`config.mk`:
```
export PLATFORM = sky130hd
export DESIGN_NAME = mem_bus_arbiter_flat
export DESIGN_NICKNAME = d
export VERILOG_FILES = /design/src/rtl/mem_bus_arbiter_if.sv /design/src/rtl/mem_bus_arbiter.sv /design/src/flat_wrapper.sv
export SDC_FILE = /design/constraint.sdc
export NUM_CORES = 1
export LEC_CHECK = 0
export BUFFER_PORTS_ARGS = -buffer_cell sky130_fd_sc_hd__buf_2
export CORE_ASPECT_RATIO = 0.6
export CORE_MARGIN = 3
export CORE_UTILIZATION = 30
export DETAILED_ROUTE_END_ITERATION = 7
export GPL_ROUTABILITY_DRIVEN = 1
export SYNTH_ARGS = -nofsm -noshare
export SYNTH_HDL_FRONTEND = slang
export SYNTH_SLANG_ARGS = --single-unit
```
`constraint.sdc`:
```
create_clock -name clk -period 1.6 [get_ports clk]
set_clock_uncertainty 0.05 [all_clocks]
set_input_delay 0.32 -clock clk [delete_from_list [all_inputs] [get_ports clk]]
set_output_delay 0.32 -clock clk [all_outputs]
set_load 0.01 [all_outputs]
```
`src/rtl/mem_bus_arbiter_if.sv`:
```
// CPU-side request/response ports and the shared ROM/RAM bus of the memory arbiter.
interface mem_bus_arbiter_if;
  localparam int unsigned ADDR_W = 13;
  localparam int unsigned DATA_W = 8;

  // Instruction-fetch port
  logic              if_req;
  logic [ADDR_W-1:0] if_addr;
  logic [DATA_W-1:0] if_rdata;
  logic              if_ack;

  // Load/store data port
  logic              d_req;
  logic              d_we;
  logic [ADDR_W-1:0] d_addr;
  logic [DATA_W-1:0] d_wdata;
  logic [DATA_W-1:0] d_rdata;
  logic              d_ack;
  logic              d_err;

  // Shared memory bus
  logic [ADDR_W-1:0] mem_addr;
  logic [DATA_W-1:0] mem_wdata;
  logic [DATA_W-1:0] mem_rdata;
  logic              rom_rd;
  logic              ram_rd;
  logic              ram_wr;
  logic              busy;

  // Arbiter view
  modport slave (
    input  if_req, if_addr, d_req, d_we, d_addr, d_wdata, mem_rdata,
    output if_rdata, if_ack, d_rdata, d_ack, d_err,
           mem_addr, mem_wdata, rom_rd, ram_rd, ram_wr, busy
  );

  // CPU / memory-model view
  modport master (
    output if_req, if_addr, d_req, d_we, d_addr, d_wdata, mem_rdata,
    input  if_rdata, if_ack, d_rdata, d_ack, d_err,
           mem_addr, mem_wdata, rom_rd, ram_rd, ram_wr, busy
  );
endinterface

```
`src/rtl/mem_bus_arbiter.sv`:
```
// Round-robin arbiter sharing the 13-bit ROM/RAM bus between fetch and data ports,
// with fixed per-region wait states and a one-cycle ack pulse per access.
module mem_bus_arbiter #(
  parameter int unsigned ROM_WAIT = 2,
  parameter int unsigned RAM_WAIT = 1
) (
  input  logic             clk,
  input  logic             rst_n,
  mem_bus_arbiter_if.slave bus
);

  localparam int unsigned ADDR_W = 13;
  localparam int unsigned DATA_W = 8;
  localparam int unsigned CNT_W  = 4;
  localparam logic [CNT_W-1:0] ROM_CNT = CNT_W'(ROM_WAIT - 1);
  localparam logic [CNT_W-1:0] RAM_CNT = CNT_W'(RAM_WAIT - 1);

  typedef enum logic [1:0] {IDLE, ACCESS, ERR} state_e;
  typedef enum logic {OWN_FETCH, OWN_DATA} owner_e;

  state_e            state_q, state_d;
  logic [CNT_W-1:0]  cnt_q, cnt_d;
  owner_e            owner_q, owner_d;
  owner_e            last_grant_q, last_grant_d;
  logic [ADDR_W-1:0] mem_addr_q, mem_addr_d;
  logic [DATA_W-1:0] mem_wdata_q, mem_wdata_d;
  logic [DATA_W-1:0] if_rdata_q, if_rdata_d;
  logic [DATA_W-1:0] d_rdata_q, d_rdata_d;
  logic              rom_rd_q, rom_rd_d;
  logic              ram_rd_q, ram_rd_d;
  logic              ram_wr_q, ram_wr_d;
  logic              if_ack_q, if_ack_d;
  logic              d_ack_q, d_ack_d;
  logic              d_err_q, d_err_d;
  logic              busy_q, busy_d;

  logic              if_req_c;
  logic              d_req_c;
  logic              grant_c;
  logic              grant_d_c;
  logic [ADDR_W-1:0] gnt_addr_c;
  logic              gnt_ram_c;

  // Eligible requests (a port is masked in its own ack cycle) and round-robin pick
  always_comb begin
    if_req_c   = bus.if_req & ~if_ack_q;
    d_req_c    = bus.d_req & ~d_ack_q;
    grant_c    = if_req_c | d_req_c;
    grant_d_c  = d_req_c & (~if_req_c | (last_grant_q == OWN_FETCH));
    gnt_addr_c = grant_d_c ? bus.d_addr : bus.if_addr;
    gnt_ram_c  = (gnt_addr_c[12:11] == 2'b11);
  end

  // Next-state and registered-output logic
  always_comb begin
    state_d      = state_q;
    cnt_d        = cnt_q;
    owner_d      = owner_q;
    last_grant_d = last_grant_q;
    mem_addr_d   = mem_addr_q;
    mem_wdata_d  = mem_wdata_q;
    if_rdata_d   = if_rdata_q;
    d_rdata_d    = d_rdata_q;
    rom_rd_d     = 1'b0;
    ram_rd_d     = 1'b0;
    ram_wr_d     = 1'b0;
    if_ack_d     = 1'b0;
    d_ack_d      = 1'b0;
    d_err_d      = 1'b0;

    case (state_q)
      IDLE: begin
        if (grant_c) begin
          mem_addr_d   = gnt_addr_c;
          owner_d      = grant_d_c ? OWN_DATA : OWN_FETCH;
          last_grant_d = grant_d_c ? OWN_DATA : OWN_FETCH;
          if (grant_d_c) begin
            mem_wdata_d = bus.d_wdata;
          end
          if (grant_d_c && bus.d_we && !gnt_ram_c) begin
            // ROM is read-only: reject without touching the bus
            state_d = ERR;
            d_ack_d = 1'b1;
            d_err_d = 1'b1;
          end else begin
            state_d = ACCESS;
            cnt_d   = gnt_ram_c ? RAM_CNT : ROM_CNT;
            if (!gnt_ram_c) begin
              rom_rd_d = 1'b1;
            end else if (grant_d_c && bus.d_we) begin
              ram_wr_d = 1'b1;
            end else begin
              ram_rd_d = 1'b1;
            end
          end
        end
      end
      ACCESS: begin
        if (cnt_q != '0) begin
          cnt_d    = cnt_q - CNT_W'(1);
          rom_rd_d = rom_rd_q;
          ram_rd_d = ram_rd_q;
          ram_wr_d = ram_wr_q;
        end else begin
          state_d = IDLE;
          if (owner_q == OWN_DATA) begin
            d_ack_d = 1'b1;
            if (!ram_wr_q) begin
              d_rdata_d = bus.mem_rdata;
            end
          end else begin
            if_ack_d   = 1'b1;
            if_rdata_d = bus.mem_rdata;
          end
        end
      end
      ERR: begin
        state_d = IDLE;
      end
      default: begin
        state_d = IDLE;
      end
    endcase

    // busy also spans the ack/turnaround cycle
    busy_d = (state_d != IDLE) | if_ack_d | d_ack_d;
  end

  // State and output registers
  always_ff @(posedge clk or negedge rst_n) begin
    if (!rst_n) begin
      state_q      <= IDLE;
      cnt_q        <= '0;
      owner_q      <= OWN_FETCH;
      last_grant_q <= OWN_FETCH;
      mem_addr_q   <= '0;
      mem_wdata_q  <= '0;
      if_rdata_q   <= '0;
      d_rdata_q    <= '0;
      rom_rd_q     <= 1'b0;
      ram_rd_q     <= 1'b0;
      ram_wr_q     <= 1'b0;
      if_ack_q     <= 1'b0;
      d_ack_q      <= 1'b0;
      d_err_q      <= 1'b0;
      busy_q       <= 1'b0;
    end else begin
      state_q      <= state_d;
      cnt_q        <= cnt_d;
      owner_q      <= owner_d;
      last_grant_q <= last_grant_d;
      mem_addr_q   <= mem_addr_d;
      mem_wdata_q  <= mem_wdata_d;
      if_rdata_q   <= if_rdata_d;
      d_rdata_q    <= d_rdata_d;
      rom_rd_q     <= rom_rd_d;
      ram_rd_q     <= ram_rd_d;
      ram_wr_q     <= ram_wr_d;
      if_ack_q     <= if_ack_d;
      d_ack_q      <= d_ack_d;
      d_err_q      <= d_err_d;
      busy_q       <= busy_d;
    end
  end

  assign bus.mem_addr  = mem_addr_q;
  assign bus.mem_wdata = mem_wdata_q;
  assign bus.if_rdata  = if_rdata_q;
  assign bus.d_rdata   = d_rdata_q;
  assign bus.rom_rd    = rom_rd_q;
  assign bus.ram_rd    = ram_rd_q;
  assign bus.ram_wr    = ram_wr_q;
  assign bus.if_ack    = if_ack_q;
  assign bus.d_ack     = d_ack_q;
  assign bus.d_err     = d_err_q;
  assign bus.busy      = busy_q;

endmodule

```
`src/flat_wrapper.sv`:
```
// flat-port wrapper written by rule: the top's interface ports become plain ports
module mem_bus_arbiter_flat 
#(
  parameter int unsigned ROM_WAIT = 2,
  parameter int unsigned RAM_WAIT = 1
)
  (clk, rst_n, bus_if_req, bus_if_addr, bus_d_req, bus_d_we, bus_d_addr, bus_d_wdata, bus_mem_rdata, bus_if_rdata, bus_if_ack, bus_d_rdata, bus_d_ack, bus_d_err, bus_mem_addr, bus_mem_wdata, bus_rom_rd, bus_ram_rd, bus_ram_wr, bus_busy);
  mem_bus_arbiter_if bus_i ();
  input  logic clk;
  input  logic rst_n;
  input wire logic [$bits(bus_i.if_req)-1:0] bus_if_req;
  input wire logic [$bits(bus_i.if_addr)-1:0] bus_if_addr;
  input wire logic [$bits(bus_i.d_req)-1:0] bus_d_req;
  input wire logic [$bits(bus_i.d_we)-1:0] bus_d_we;
  input wire logic [$bits(bus_i.d_addr)-1:0] bus_d_addr;
  input wire logic [$bits(bus_i.d_wdata)-1:0] bus_d_wdata;
  input wire logic [$bits(bus_i.mem_rdata)-1:0] bus_mem_rdata;
  output wire logic [$bits(bus_i.if_rdata)-1:0] bus_if_rdata;
  output wire logic [$bits(bus_i.if_ack)-1:0] bus_if_ack;
  output wire logic [$bits(bus_i.d_rdata)-1:0] bus_d_rdata;
  output wire logic [$bits(bus_i.d_ack)-1:0] bus_d_ack;
  output wire logic [$bits(bus_i.d_err)-1:0] bus_d_err;
  output wire logic [$bits(bus_i.mem_addr)-1:0] bus_mem_addr;
  output wire logic [$bits(bus_i.mem_wdata)-1:0] bus_mem_wdata;
  output wire logic [$bits(bus_i.rom_rd)-1:0] bus_rom_rd;
  output wire logic [$bits(bus_i.ram_rd)-1:0] bus_ram_rd;
  output wire logic [$bits(bus_i.ram_wr)-1:0] bus_ram_wr;
  output wire logic [$bits(bus_i.busy)-1:0] bus_busy;
  assign bus_i.if_req = bus_if_req;
  assign bus_i.if_addr = bus_if_addr;
  assign bus_i.d_req = bus_d_req;
  assign bus_i.d_we = bus_d_we;
  assign bus_i.d_addr = bus_d_addr;
  assign bus_i.d_wdata = bus_d_wdata;
  assign bus_i.mem_rdata = bus_mem_rdata;
  assign bus_if_rdata = bus_i.if_rdata;
  assign bus_if_ack = bus_i.if_ack;
  assign bus_d_rdata = bus_i.d_rdata;
  assign bus_d_ack = bus_i.d_ack;
  assign bus_d_err = bus_i.d_err;
  assign bus_mem_addr = bus_i.mem_addr;
  assign bus_mem_wdata = bus_i.mem_wdata;
  assign bus_rom_rd = bus_i.rom_rd;
  assign bus_ram_rd = bus_i.ram_rd;
  assign bus_ram_wr = bus_i.ram_wr;
  assign bus_busy = bus_i.busy;
  mem_bus_arbiter #(.ROM_WAIT(ROM_WAIT), .RAM_WAIT(RAM_WAIT)) u_core (.clk(clk), .rst_n(rst_n), .bus(bus_i));
endmodule
```
# [After elaboration in Yosys (flattened, before gate mapping)]
# Cells that the tools add are included.
# Widths: inputs -> output; s select.
[classes] n_addsub=1 reduce_logical=12 bitwise=13 n_mux=35 eq_ne=6
[ops] cell="$mux 1" count=22
[ops] cell="$mux 13" count=1
[ops] cell="$mux 4" count=3
[ops] cell="$pmux 1 s2" count=4
[ops] cell="$pmux 4 s2" count=1
[ops] cell="$reduce_and 4->1" count=2
[ops] cell="$mux 2" count=3
[ops] cell="$not 1->1" count=6
[ops] cell="$reduce_and 3->1" count=2
[ops] cell="$ne 2x1->1 const B" count=2
[ops] cell="$ne 2x2->1 const B" count=2
[ops] cell="$or 1x1->1" count=4
[ops] cell="$pmux 2 s2" count=1
[ops] cell="$reduce_bool 2->1" count=2
[ops] cell="$reduce_bool 4->1" count=1
[ops] cell="$sub 4x1->4 const B" count=1
[ops] cell="$and 1x1->1" count=3
[ops] cell="$eq 2x1->1 const B" count=1
[ops] cell="$eq 2x2->1 const B" count=1
[ops] cell="$logic_and 1x1->1" count=2
[ops] cell="$logic_not 2->1" count=1
[ops] cell="$reduce_and 2->1" count=1
[ops] cell="$logic_not 1->1" count=1
[totals] wordCells=81 inputBits=47 out_inout_bits=44 regBits=51

# [Longest topological paths before layout]
[depth] word_depth=15 ltp_mapped=7

# [Worst setup path after synthesis]
# OpenSTA, ideal clock, no wires.
[synth_path] path_kind="reg2reg" startpoint="register u_core.cnt_q[0]" endpoint="register u_core.d_rdata_q[0] (netlist: u_core.bus.d_rdata[0])" stages_incl_launch_ff=8 required_time_ps=1425 setup_time_ps=125 slack_ps=-136 arrival_ps=1561 cell_sequence="dfrtp_1 -> inv_1 -> ha_1 -> nor3b_4 -> nand3_1 -> or2_1 -> buf_6 -> mux2_4"
[synth_via] elab_chain_len=3
[synth_lines] element="start, declared" line="mem_bus_arbiter.sv:22" text="logic [CNT_W-1:0] cnt_q, cnt_d;"
[synth_lines] element="start signal, assigned" line="mem_bus_arbiter.sv:149" text="cnt_q <= cnt_d;"
[synth_lines] element="$reduce_bool 4->1" line="mem_bus_arbiter.sv:99" text="if (cnt_q != '0) begin"
[synth_lines] element="$not 1->1 (no source line)"
[synth_lines] element="$reduce_and 4->1 (no source line)"
[synth_lines] element="end signal, assigned" line="mem_bus_arbiter.sv:155" text="d_rdata_q <= d_rdata_d;"
[synth_lines] element="end, declared" line="mem_bus_arbiter.sv:28" text="logic [DATA_W-1:0] d_rdata_q, d_rdata_d;"
# No other way between the ends.
# A chain may end at the register's enable or synchronous reset.

# [Worst setup path after layout]
[layout_path] startpoint="register u_core.cnt_q[1]" endpoint="register u_core.d_rdata_q[5] (netlist: u_core.bus.d_rdata[5])"
# The elaborated chain is that of the path after synthesis.

==> qor.txt <==
number of antenna diodes = 0
synthesis-stage register bit count = 51
Worst EP required = 1.73 ns
crit end category = flop
synth top area cells = dfrtp_1 (58%), mux2_2 (8.7%), mux2i_1 (6.4%)
DRT iter0 DRCs = 41
Rows = 23
share of cells above drive strength 1 = 58.2%
final wirelength = 5220 microns
DRC = 0
fillers = 637
Worst-Margin Slew = 0.456 ns
post-route setup TNS = -3.16 ns
cell type with the largest total area after synthesis = dfrtp_1
Pre-antenna DRT Iters = 4
Top FF cell, synth = dfrtp_1
Peak supply drop = 909 uV
Antenna Nets Post-Route = 0
die area = 0.00840 sq mm
Clock Latency Late Sink = 0.29 ns
FF/Latch Area = 0.00128 sq mm
Final Hold Viols = 0
Crit Path Max Fanout = 8
Layout Utilization = 47.2%
endpoints failing setup = 21
period utilization = 112%
post-route cell area = 0.00325 sq mm
failing checks = negative setup slack
final net count = 339
YS warnings = 0
Mapped Cells = 172
LEAKAGE = 1.70 nW
Rel. slew slack = 69.6%
Worst Hold Class = input port to flop
Port Buffer Count = 90
count leader, synth = dfrtp_1
IO Pins = 91
Die H = 72.2 microns
DR vias = 1703
vias in the first global route = 1647
unrepaired setup endpoints after global routing = yes
Synth top area share = 58.2%
register area share after synthesis = 58.2%
CTS Root Cell = clkbuf_16
first-pass GRT wire length = 8400 microns
run status = complete, but fails checks
Cell variety after synth = 32
Area growth, synth to finish = 48.2%
cell area after synthesis = 0.00219 sq mm
CP Class = flop to flop
CTS Buf Count = 5
max cap viols = 0
Max Slew Vio Count = 0
CTS max path bufs = 2
slack of the critical path = -0.190 ns
vias per inst = 4.49
Multi-input gate area = 970 sq um
Die Wd = 116 microns
routability congestion estimate = 0.749
Worst Path Arrival = 1.92 ns
initial antenna violation count = 0
CTS tree = built
CORE AREA = 0.00688 sq mm
Initial Util = 31.9%
largest net degree at the start of global routing = 34
startpoint types = flop
min Tclk post-route = 1.79 ns
Total GRT Usage = 13.0%
Synth top cells by count = dfrtp_1 (51), nand2_1 (24), mux2_2 (17)
half-perimeter wire length after placement = 3930 microns
drt wl/cell = 13.8 microns
GRT overflow = 0
Post-synth EDFFs = 0
Avg Inst Size Synth = 12.7 sq um
Net Count, Synth = 220
ys async rst share = 100%
Placed Area = 0.00295 sq mm
clk slew on worst S/H paths = 0.07 ns
Fmax = 559 MHz
cell area power density = 1970 mW/mm^2
clock sink count = 51
H-tree depth = 2
[repair_timing]
item,in CTS,in global routing
hold buffers,1,0
hold endpoints to repair,18,0
setup endpoints to repair,31,38
pin swaps,0,6
buffers inserted,1,4
gates cloned,1,0
gates resized for setup,10,19
[power by group]
part           internal, mW  switching [mW]  total (mW)
registers              1.89           0.309        2.20
clock network         0.738           0.483        1.22
logic                  1.63            1.37        3.00
[metrics by stage]
step	worst slack, ns	power (mW)	hold slack (ns)	cells
after CTS	-0.172	6.31	0.197	376
after global routing	-0.294	6.89	0.203	379
final	-0.190	6.41	0.204	379
after detailed placement	-0.323	4.97	0.249	365
after floorplan	-0.134	3.76	-0.0256	172
after global placement	-0.230	4.92	0.244	365
[layout by cell type, fill, tap and decap left out, types with 2 or more instances in the layout]
cell type  instances
dfrtp_1           51
buf_4             20
a22o_1             2
clkbuf_16          5
mux2_4            16
mux2_2             9
nor2b_1            2
buf_6              6
nand2_2            3
nor2b_4            2
buf_2             90
nand2_1           21
nor3b_2            2
nor2_4             2
xor2_1             2
buf_12             2
mux2i_1           13
o21ai_0           13
nor2_1             6
inv_1              2
[metal layers]
metal	global-route usage (%)	part of all wire [%]	wire length, microns	vias up
met3	5.17	8.7	453	8
met5	0	0	0	-
met4	3.86	1.1	59	0
met2	16.9	38	2000	64
met1	19.5	52	2700	804
li1	-	-	-	827
[kinds of logic (layout without fill, tap and decap cells)]
logic type      Yosys count  after routing  share of synthesized area (%)
mux                      39             39                           20.6
buf+inv                   9            129                           2.34
xor+xnor                  2              2                          0.799
flops                    51             51                           58.2
compound gates           21             21                           6.05
simple gates             49             49                           11.4
fa+ha+maj                 1              1                          0.571
[state kept, by name, summed over array words and instances, names as in the netlist]
name and flops:
u_core.bus.mem_wdata 8, u_core.bus.busy 1, u_core.bus.if_rdata 8, u_core.bus.rom_rd 1, u_core.bus.ram_rd 1, u_core.bus.if_ack 1
u_core.bus.ram_wr 1, u_core.bus.d_rdata 8, u_core.bus.mem_addr 13, u_core.cnt_q 4, u_core.bus.d_err 1, u_core.owner_q 1
u_core.bus.d_ack 1, u_core.state_q 2
[final timing paths]
check / from / end / slack [ns] / depth (start not counted)
worst max-delay path: u_core.cnt_q[1] / u_core.bus.d_rdata[5] / -0.19 / 6
worst min-delay path: bus_d_wdata[0] / u_core.bus.mem_wdata[0] / 0.20 / 2
worst max register to register: u_core.cnt_q[1] / u_core.bus.d_rdata[5] / -0.19 / 6
worst min register to register: u_core.bus.mem_addr[11] / u_core.bus.mem_addr[11] / 0.42 / 2
max in group asynchronous: rst_n / u_core.bus.mem_wdata[6] / 0.52 / 3
min in group asynchronous: rst_n / u_core.bus.busy / 0.45 / 2
[worst max-delay path, cell delays in order, from the launching register on]
cell and delay, ns:
dfrtp_1 0.38, inv_1 0.06, ha_2 0.17, nor3b_4 0.26
nand3_2 0.11, or2_4 0.34, mux2_4 0.31
[area by class of cell]
| type | count | area share, % |
|---|---|---|
| inverter | 2 | 0.231 |
| timing repair buffer | 119 | 22.1 |
| multi-input combinational | 112 | 29.8 |
| clock inverter | 3 | 1.35 |
| clock buffer | 5 | 3.85 |
| sequential | 51 | 39.3 |
| tap | 87 | 3.35 |
No activity file was read; power rests on OpenSTA's default activity.
